## config.mk

```make
export PLATFORM = sky130hd
export DESIGN_NAME = ps2_kbd_rx
export DESIGN_NICKNAME = d
export VERILOG_FILES = /design/src/rtl/ps2_kbd_rx.sv
export SDC_FILE = /design/constraint.sdc
export NUM_CORES = 1
export LEC_CHECK = 0
export CAP_MARGIN = 5
export CORE_MARGIN = 2
export CORE_UTILIZATION = 53
export DETAILED_ROUTE_END_ITERATION = 6
export MAX_ROUTING_LAYER = met4
export PLACE_DENSITY = 0.77
export RECOVER_POWER = 50
export SYNTH_ARGS = -nofsm -noshare
export SYNTH_HDL_FRONTEND = slang
export SYNTH_SLANG_ARGS = --single-unit
```

## constraint.sdc

```tcl
create_clock -name clk -period 2.22 [get_ports clk]
set_input_delay 0.333 -clock clk [delete_from_list [all_inputs] [get_ports clk]]
set_output_delay 0.333 -clock clk [all_outputs]
set_load 0.02 [all_outputs]
```

## src/rtl/ps2_kbd_rx.sv

```systemverilog
// PS/2 keyboard receiver: synchronizes and de-glitches kbd clock/data, frames 11-bit words, decodes E0/F0 prefixes.
// Latency: valid/err pulse one cycle after the stop-bit fall is processed; the PS/2 lines are only sampled, never driven.
module ps2_kbd_rx #(
    parameter int FILTER_LEN = 8,
    parameter int TIMEOUT    = 50_000
) (
    input  logic       clk,
    input  logic       rst,
    input  logic [1:0] kbd,
    output logic [7:0] code,
    output logic       ext,
    output logic       brk,
    output logic       valid,
    output logic       err
);

    localparam int FW = $clog2(FILTER_LEN + 1);
    localparam int TW = $clog2(TIMEOUT);
    localparam logic [FW-1:0] FILT_LAST = FW'(FILTER_LEN - 1);
    localparam logic [TW-1:0] TO_LAST   = TW'(TIMEOUT - 1);

    typedef enum logic [1:0] {IDLE, DATA, PARITY, STOP} state_t;

    logic [1:0]         s1_q, s2_q, filt_q;
    logic [1:0][FW-1:0] fcnt_q;
    logic               clk_prev_q;
    logic               fall;
    logic               dat;

    state_t             state_q;
    logic [2:0]         bit_q;
    logic [7:0]         sh_q;
    logic               par_q;
    logic [TW-1:0]      to_q;
    logic               pend_e0_q, pend_f0_q;

    // A line's filtered level only moves after FILTER_LEN consecutive disagreeing samples.
    always_ff @(posedge clk or posedge rst) begin
        if (rst) begin
            s1_q       <= 2'b11;
            s2_q       <= 2'b11;
            filt_q     <= 2'b11;
            fcnt_q     <= '0;
            clk_prev_q <= 1'b1;
        end else begin
            s1_q       <= kbd;
            s2_q       <= s1_q;
            clk_prev_q <= filt_q[0];
            for (int i = 0; i < 2; i++) begin
                if (s2_q[i] != filt_q[i]) begin
                    if (fcnt_q[i] == FILT_LAST) begin
                        filt_q[i] <= s2_q[i];
                        fcnt_q[i] <= '0;
                    end else begin
                        fcnt_q[i] <= fcnt_q[i] + 1'b1;
                    end
                end else begin
                    fcnt_q[i] <= '0;
                end
            end
        end
    end

    assign fall = clk_prev_q & ~filt_q[0];
    assign dat  = filt_q[1];

    always_ff @(posedge clk or posedge rst) begin
        if (rst) begin
            state_q   <= IDLE;
            bit_q     <= '0;
            sh_q      <= '0;
            par_q     <= 1'b0;
            to_q      <= '0;
            pend_e0_q <= 1'b0;
            pend_f0_q <= 1'b0;
            code      <= 8'h00;
            ext       <= 1'b0;
            brk       <= 1'b0;
            valid     <= 1'b0;
            err       <= 1'b0;
        end else begin
            valid <= 1'b0;
            err   <= 1'b0;
            if (state_q == IDLE) begin
                to_q <= '0;
                if (fall) begin
                    if (!dat) begin
                        state_q <= DATA;
                        bit_q   <= '0;
                    end else begin
                        err <= 1'b1;
                    end
                end
            end else if (fall) begin
                // A fall always beats a simultaneous timeout.
                to_q <= '0;
                case (state_q)
                    DATA: begin
                        sh_q[bit_q] <= dat;
                        if (bit_q == 3'd7) begin
                            state_q <= PARITY;
                        end else begin
                            bit_q <= bit_q + 3'd1;
                        end
                    end
                    PARITY: begin
                        par_q   <= dat;
                        state_q <= STOP;
                    end
                    default: begin
                        state_q <= IDLE;
                        if (dat && (^{sh_q, par_q})) begin
                            if (sh_q == 8'hE0) begin
                                pend_e0_q <= 1'b1;
                            end else if (sh_q == 8'hF0) begin
                                pend_f0_q <= 1'b1;
                            end else begin
                                code      <= sh_q;
                                ext       <= pend_e0_q;
                                brk       <= pend_f0_q;
                                valid     <= 1'b1;
                                pend_e0_q <= 1'b0;
                                pend_f0_q <= 1'b0;
                            end
                        end else begin
                            err       <= 1'b1;
                            pend_e0_q <= 1'b0;
                            pend_f0_q <= 1'b0;
                        end
                    end
                endcase
            end else if (to_q == TO_LAST) begin
                state_q   <= IDLE;
                to_q      <= '0;
                err       <= 1'b1;
                pend_e0_q <= 1'b0;
                pend_f0_q <= 1'b0;
            end else begin
                to_q <= to_q + 1'b1;
            end
        end
    end

endmodule
```

---- Yosys cells after proc, flatten, opt, wreduce, memory -nomap -nowiden ----
Index checks and enable logic that the tools add are counted.
word-level totals
  bits of input ports ..................... 4
  output and inout port bits .............. 12
  register bits after elaboration ......... 59
operators by class
  reductions and logical operators ........ 16
  equal/unequal tests ..................... 17
  add/sub/neg operators ................... 4
  muxes and demuxes ....................... 47
  bitwise logic cells ..................... 6
  $lt $le $gt $ge ......................... 2
operators by type and width
  operator               number
  $mux 16                3
  $mux 1                 25
  $mux 3                 6
  $add 16x1->16 const B  1
  $eq 16x16->1 const B   1
  $eq 8x8->1 const B     2
  $mux 4                 4
  $reduce_and 4->1       4
  $mux 2                 6
  $reduce_xor 9->1       1
  $add 4x1->4 const B    2
  $bwmux 8               1
  $eq 4x3->1 const B     2
  $ne 2x2->1 const B     4
  $ne 4x4->1 const B     2
  $reduce_and 3->1       2
  $reduce_and 6->1       1
  $not 1->1              5
  $lt 3x4->1 const B     1
  $pmux 2 s2             1
  $reduce_and 2->1       2
  $reduce_bool 2->1      2
  $add 3x1->3 const B    1
  $demux 1 s3            1
  10 further kinds       12

---- Depth between registers and ports, before layout ----
  word-level depth ........................ 7
  mapped depth ............................ 9
  gate-level depth less buffers ........... 8

---- Worst setup path before layout ----
Ideal clock, no wire load.
  path kind ............................... register -> register
  start ................................... reg sh_q[5]
  end ..................................... reg brk
  required time ........................... 2,095 ps
  data arrival time ....................... 2,164 ps
  clock period less this slack ............ 2,289 ps
  setup time .............................. 125 ps
  cell stages (with the launch flop) ...... 8
  path slack .............................. -69 ps
  cells stage by stage .................... dfrtp_1 -> xnor2_1 -> xnor3_2 -> xor2_2 -> xnor2_1 -> a311o_1 -> buf_6 -> mux2_4
between the ends
  word-level cells in the longest chain between the ends .. 3
  elaborated cells on any way between the ends .. 7
  classes of those cells .................. 2 x eq/ne; 2 x bitwise; 3 x reduce/logical
RTL lines
  element                                                          line  RTL
  start: declaration                                               32    logic [7:0] sh_q;
  start signal: indexed assignment                                 99    sh_q[bit_q] <= dat;
  $eq 8x8->1 (tied with other cells)                               115   end else if (sh_q == 8'hF0) begin
  $not 1->1 (no source line) or $logic_and 1x1->1 (tied branches)  n/a
  $reduce_and 6->1 (no source line) (*)                            n/a
  end signal: assignment                                           120   brk <= pend_f0_q;
  end: declaration                                                 12    output logic brk,
Every way passes the cells marked *; elsewhere a longest branch is shown, timed or not.
A chain may end at the register's enable or synchronous reset.

---- Worst setup path in the final report ----
  start ................................... reg sh_q[4]
  end ..................................... reg code[5]
between the ends
  word-level cells in the longest chain between the ends .. 3
  elaborated cells on any way between the ends .. 7
  classes of those cells .................. 2 x eq/ne; 2 x bitwise; 3 x reduce/logical
RTL lines
  element                                                          line  RTL
  $eq 8x8->1 (tied with other cells)                               115
  $not 1->1 (no source line) or $logic_and 1x1->1 (tied branches)  n/a
  $reduce_and 6->1 (no source line) (*)                            n/a
  end signal: assignment                                           118   code <= sh_q;
  end: declaration                                                 10    output logic [7:0] code,
Marked as above.

==> results.json <==
{
  "antenna_cells": 0,
  "grt_first_pass_wirelength_um": 9100,
  "worst_ep_required_time_ns": 2.45,
  "dp_slack_ns": -0.241,
  "clk_pin_slew_ns": 0.06,
  "worst_slack_ns": -0.222,
  "overflow": 0,
  "grt_max_degree": 25,
  "hold_violations": 0,
  "antenna_left": 0,
  "clk_latency_ns": 0.33,
  "fillCellCount": 416,
  "cts_root_buffer": "clkbuf_8",
  "place_congestion": 0.869,
  "die_height_um": 77.2,
  "hold_path.class": "flip-flop to flip-flop",
  "synth_nets": 270,
  "drv_slew": 0,
  "max_slew_margin_pct": 46.3,
  "ys_seq_elements": 59,
  "vias": 1929,
  "crit_path_end": "code[5]",
  "core_area_mm2": 0.00514,
  "ctsHoldBuffers": 0,
  "syn_area_mm2": 0.00284,
  "p_per_area_mw_per_mm2": 900,
  "synth-async-reset-ratio_pct": 100,
  "synth_edf_count": 0,
  "htreeDepth": 3,
  "drive_above_1_share_pct": 23.4,
  "multi_input_area_mm2": 0.00132,
  "violations": "negative setup slack",
  "cp_max_fo": 7,
  "run_status": "complete, but fails checks",
  "combPwrFrac_pct": 27.8,
  "clock-sinks": 59,
  "cp-startpoint": "sh_q[4]",
  "dieArea_mm2": 0.00596,
  "ys_seq_area_share_pct": 52.3,
  "fin_cells": 369,
  "antenna_found_initial": 0,
  "ys.flop_type": "dfrtp_1",
  "firstDrtPassIters": 4,
  "ff2ff_setup_slack_ns": -0.22,
  "clkPwrFrac_pct": 25.9,
  "post_drt_via_cell_ratio": 5.23,
  "grt_pass1_vias": 1972,
  "nNetsFinal": 307,
  "swShare_pct": 32.9,
  "post-dp-hpwl_um": 3600,
  "use_met2_pct": 32.2,
  "r2r_start": "sh_q[4]",
  "final_core_util_pct": 66.1,
  "dp_cells": 349,
  "cts_tree": "built",
  "io_buffer_count": 15,
  "crit_type": "flip-flop to flip-flop",
  "leakagePower_nw": 1.51,
  "fin_skew_ns": 0.00539,
  "pwr-share-seq_pct": 46.3,
  "first_iter_violations": 87,
  "ir_drop_mv": 0.582,
  "slowest_delay_ns": 0.53,
  "path_cells": "xnor2_1 -> xnor3_2 -> xor2_4 -> xnor2_2 -> a311o_2 -> buf_6 -> o22a_2",
  "die_w_um": 77.2,
  "syn_to_final_growth_pct": 19.7,
  "grt_use_met3_pct": 3.53,
  "ff2ff_path_depth": 7,
  "end_kind": "flip-flop",
  "max_slew.worst_pin.slew_ns": 0.805,
  "ys_warn_count": 0,
  "row_count": 26,
  "routedWlPerCell_um": 13.8,
  "clockBufferDepth": 2,
  "ios": 16,
  "switchingPower_mw": 1.01,
  "critPathSlowestCell": "xnor3_2",
  "track_usage_pct": 20.4,
  "drc": 0,
  "routed_wl_um": 5090,
  "max_cap_violations": 0,
  "p_int_mw": 2.05,
  "synthCells": 257,
  "grt_busiest_layer": "met2",
  "crit_path_start_kind": "flip-flop",
  "synth_cell_type_count": 41,
  "cts_buffers": 9,
  "clock.fmax_mhz": 410,
  "worstPathArrival_ns": 2.67,
  "setup_viol": 11,
  "rsz0062_at_grt": "true",
  "fin_crit_ns": 2.44,
  "seqCellArea_mm2": 0.00149,
  "start_util_pct": 55.2,
  "reg2reg_to": "code[5]",
  "post-route-period-util_pct": 110,
  "min-delay-start": "s1_q[0]",
  "syn_area_per_cell_um2": 11.0,
  "gr-usage-met1_pct": 25.2
}
[power groups by stage]
| stage | sequential (mW) | combinational, mW | clock (mW) |
|---|---|---|---|
| final | 1.41 | 0.850 | 0.790 |
| after global routing | 1.45 | 0.977 | 0.876 |
| after CTS | 1.41 | 0.844 | 0.814 |
| after detailed placement | 1.43 | 0.823 | 0 |
| after global placement | 1.43 | 0.801 | 0 |
| after floorplan | 1.40 | 0.632 | 0 |
[per-stage QoR]
stage / hold slack (ns) / TNS [ns] / cell area (um2) / total power [mW]
6_report: 0.356 / -1.87 / 3400 / 3.06
3_5_place_dp: 0.347 / -1.79 / 3180 / 2.25
4_1_cts: 0.356 / -1.31 / 3370 / 3.07
5_1_grt: 0.360 / -2.28 / 3400 / 3.30
2_1_floorplan: 0.337 / -0.000222 / 2850 / 2.03
3_3_place_gp: 0.347 / -1.44 / 3180 / 2.23
[sequential cells by signal, summed over array words and instances, names as in the netlist, 2 cells and up]
| register | count |
|---|---|
| bit_q | 3 |
| fcnt_q | 8 |
| sh_q | 8 |
| to_q | 16 |
| filt_q | 2 |
| s2_q | 2 |
| state_q | 2 |
| code | 8 |
| s1_q | 2 |
[how the worst min path moves through the flow]
| stage | endpoint | cells past startpoint |
|---|---|---|
| floorplan | s1_q[0] | 0 |
| CTS | state_q[1] | 2 |
| finish | s2_q[0] | 0 |
| detailed placement | s2_q[0] | 0 |
| global placement | s2_q[1] | 0 |
| global route | s2_q[1] | 0 |
[worst max-delay path: cells and delay by family, from the launching register on]
kind                      cells  cell delay (ns)
buffers and inverters         1             0.15
AOI/OAI and AO/OA             2             0.70
DFF                           1             0.40
xor gates and xnor gates      4             1.08
[layout by cell type, fill, tap and decap left out, drive strengths merged, types with 2 or more instances in the layout]
cell	synthesis	routed
a21oi	10	10
a22o	3	3
and3	3	3
buf	4	20
clkbuf	7	15
clkdlybuf4s50	0	12
clkinv	0	3
dfrtp	52	52
dfstp	7	7
dlygate4sd3	0	3
ha	9	9
inv	9	9
mux2	17	17
nand2	15	15
nand3	10	10
nand3b	3	3
nand4	2	2
nor2	31	31
nor2b	5	5
nor3	12	12
nor3b	6	6
nor4	2	2
nor4b	3	3
nor4bb	2	2
o21ai	6	6
o22a	2	2
or3	2	2
xnor2	19	19
xor2	5	5
[layout make-up]
type | instances | share of cell area [%]
sequential | 59 | 43.7
clock inverter | 3 | 0.442
timing repair buffer | 37 | 9.32
tap | 70 | 2.58
clock buffer | 13 | 4.09
multi-input combinational | 178 | 38.8
inverter | 9 | 0.995
[layer usage]
| layer | part of all wire, % | up-vias |
|---|---|---|
| li1 | - | 965 |
| met1 | 46 | 924 |
| met2 | 48 | 28 |
| met3 | 3.2 | 12 |
| met4 | 2.4 | 0 |
| met5 | 0 | - |
[synth_stat cells (7+ instances only)]
master / count / area, um2
mux2_2: 11 / 124
clkbuf_1: 7 / 26.3
nand2_1: 15 / 56.3
dfrtp_1: 52 / 1300
inv_1: 9 / 33.8
nand3_1: 10 / 50.1
dfstp_2: 7 / 184
xnor2_1: 19 / 166
a21oi_1: 10 / 50.1
ha_1: 9 / 113
nor3_1: 12 / 60.1
nor2_1: 31 / 116
[what timing repair did]
action,in CTS,in global routing
gates resized for setup,4,5
setup buffers,2,3
cloned,0,0
endpoints found under the hold margin,0,0
pin swaps,4,4
setup endpoints to repair,8,12
[logic make-up after synthesis]
logic type	synth area share, %
AOI/OAI and AO/OA	6.35
DFF	52.3
xor gates and xnor gates	8.51
muxes	7.89
adders and majority gates	3.97
buffers and inverters	3.04
and+or+nand+nor	17.9
Power figures use the tool's default switching activity.
==> RTL edit, RTL diff (same flow settings) <==
Reset style: synchronous (`rst`), changed in 2 clocked blocks.
--- a/src/rtl/ps2_kbd_rx.sv
+++ b/src/rtl/ps2_kbd_rx.sv
@@ -37,3 +37,3 @@
     // A line's filtered level only moves after FILTER_LEN consecutive disagreeing samples.
-    always_ff @(posedge clk or posedge rst) begin
+    always_ff @(posedge clk) begin
         if (rst) begin
@@ -66,3 +66,3 @@
 
-    always_ff @(posedge clk or posedge rst) begin
+    always_ff @(posedge clk) begin
         if (rst) begin
Formal check against the unedited RTL: no difference found for any inputs over 10 cycles, from zero or initial values and one cycle with rst high; that may be too few to reach the edited logic, so the function may still have changed.
==> RTL edit against the original RTL <==
  * Utilization is 1.4 points lower
  * Sequential cell count did not move
  * Setup slack gained 0.27 ns
  * Design area decreased by 8.9%
  * Area after synthesis decreased by 6.3%
  * Wire length is 2.3% lower
  * Critical endpoint is now state_q[0]
  * Largest cell class is now multi-input combinational cells
Power is not compared: it rests on default switching activity, and its combinational part moved more than twofold at a synthesized area within 25%.
==> RTL edit: results (changes against the original RTL) <==
* Status: completed
* First-pass GRT wire length at 8510 um (-6.5%)
* Final RePlAce weighted congestion at 0.869 (about the same)
* LEAKAGE at ~1.2 nW
* Via density at 5.33 (+2.0%)
* Post-synth ARST share at 0% (-100 points)
* YS warnings at 0 (unchanged)
* Average wire per standard cell at 13.1 um (-5.1%)
* Max FFs per register at 16 (unchanged)
* R2r setup slk at 0.05 ns (+0.27 ns)
* IO buf count at 15 (unchanged)
* Unique masters post-synth at 43 (+4.9%)
* Number of fillers in the final layout at 410 (-1.4%)
* Final net count at 322 (+4.9%)
* Sequential area share after synthesis at 44.4% (-7.9 points)
* Final HPWL from detailed placement at 3450 um (-4.0%)
* Worst path slowest cell: or4_4
* CP arrival at 2.43 ns (-0.24 ns)
* Commonest cells post-synth: dfxtp_1 (59), nor2_1 (49), mux2i_1 (20), nand2_1 (19), xnor2_1 (15)
* Most flop-heavy register: to_q
* Synth top area cells: dfxtp_1 (44%), mux2i_1 (7.5%), nor2_1 (6.9%), xnor2_1 (4.9%), ha_1 (4.2%)
* Hold Path Class: reg -> reg
* Initial antenna violation count at 0 (unchanged)
* VDD IR max at around 370 uV
* Dpl ws at 0.0463 ns (+0.287 ns)
* Share of layout cells above drive strength 1 at 10.9% (-13 points)
* Max-slew headroom at 60.3% (+14 points)
* Total CTS buffers at 9 (unchanged)
* Number of global-route vias before repair at 1886 (-4.4%)
* CTS Buffer Depth at 2 (unchanged)
* Pin count of the biggest net entering global routing at 19 (-24%)
* Period utilization at 97.9% (-12 points)
* TritonRoute pass-1 iters at 4 (unchanged)
* Clock transition at path regs at 0.06 ns (about the same)
* CTS root buf: clkbuf_8
* Clock skew at 0.00760 ns (+0.00222 ns)
* Clk Latency, worst-skew pair at ~0.34 ns
* Maximum fanout along the worst path at 5 (-2)
* Critical Path Max Stage Delay at 0.58 ns (+0.05 ns)
* Total GRT Usage at 21.1% (+0.73 points)
* Post-Syn Nets at 300 (+11%)
* DRT iter0 DRCs at 110 (+26%)
-- RTL edit: cell types whose count changed after synthesis, moves of 5 or more --
| cell | delta |
|---|---|
| dfxtp_1 | +59 |
| dfrtp_1 | -52 |
| mux2i_1 | +19 |
| nor2_1 | +18 |
| mux2_2 | -11 |
| dfstp_2 | -7 |
| mux2_4 | -6 |
| nor3_1 | -6 |
| or2_2 | +5 |
-- RTL edit: report_power, final --
part / leakage, nW / switching (mW) / internal (mW)
clock: 0.0888 / 0.400 / 0.491
combinational: 0.677 / 0.0163 / 0.0126
sequential: 0.478 / 0.00199 / 1.06
total: 1.24 / 0.419 / 1.57
-- RTL edit: through the flow --
| step | area [sq um] | setup TNS (ns) | hold slack (ns) | utilization (%) | cells |
|---|---|---|---|---|---|
| 2_1_floorplan | 2660 | 0 | 0.389 | - | 287 |
| 3_3_place_gp | 2900 | 0 | 0.394 | 60.5 | 364 |
| 3_5_place_dp | 2900 | 0 | 0.397 | 60.5 | 364 |
| 4_1_cts | 3080 | 0 | 0.411 | 64.3 | 379 |
| 5_1_grt | 3090 | -0.00444 | 0.436 | 64.7 | 380 |
| 6_report | 3090 | 0 | 0.407 | 64.7 | 380 |
-- RTL edit: final cells by class --
type	count	area, sq um	area share [%]
clock buffer	14	173	5.58
clock inverter	1	7.51	0.243
sequential	59	1180	38.3
timing repair buffer	23	204	6.59
inverter	11	41.3	1.33
multi-input combinational	205	1400	45.2
tap	67	83.8	2.71
-- RTL edit: timing repair --
action	in CTS	in global routing
gates resized for setup	0	5
buffers inserted	0	1
endpoints found under the setup margin	0	3
hold buffers	0	0
-- RTL edit: path summary, 6_finish.rpt --
check	cells past startpoint	startpoint	end
min reg2reg	1	s1_q[0]	s2_q[0]
min	1	s1_q[0]	s2_q[0]
max reg2reg	5	to_q[9]	state_q[0]
max	5	to_q[9]	state_q[0]
-- RTL edit: per-layer routing --
layer | track usage [%] | routed length (um)
met1 | 25.9 | 2270
met3 | 5.62 | 219
met5 | - | 0
met2 | 31.2 | 2360
met4 | 12.1 | 119
-- RTL edit: worst max-delay path, delay by kind of cell, from the launching register on --
family	cells	cell delay, ns
compound gates	2	0.33
simple gates	3	1.41
flops	1	0.35
-- RTL edit: cells by family (layout without fill, tap and decap cells) --
group	after synthesis	after routing	synth area share, %
AND/OR/NAND/NOR	128	128	24.4
flip-flops	59	59	44.4
XOR/XNOR	26	26	10.2
buffers and inverters	23	49	3.43
AO/OA/AOI/OAI	22	22	5.83
multiplexers	20	20	7.53
adder cells (fa/ha/maj)	9	9	4.23
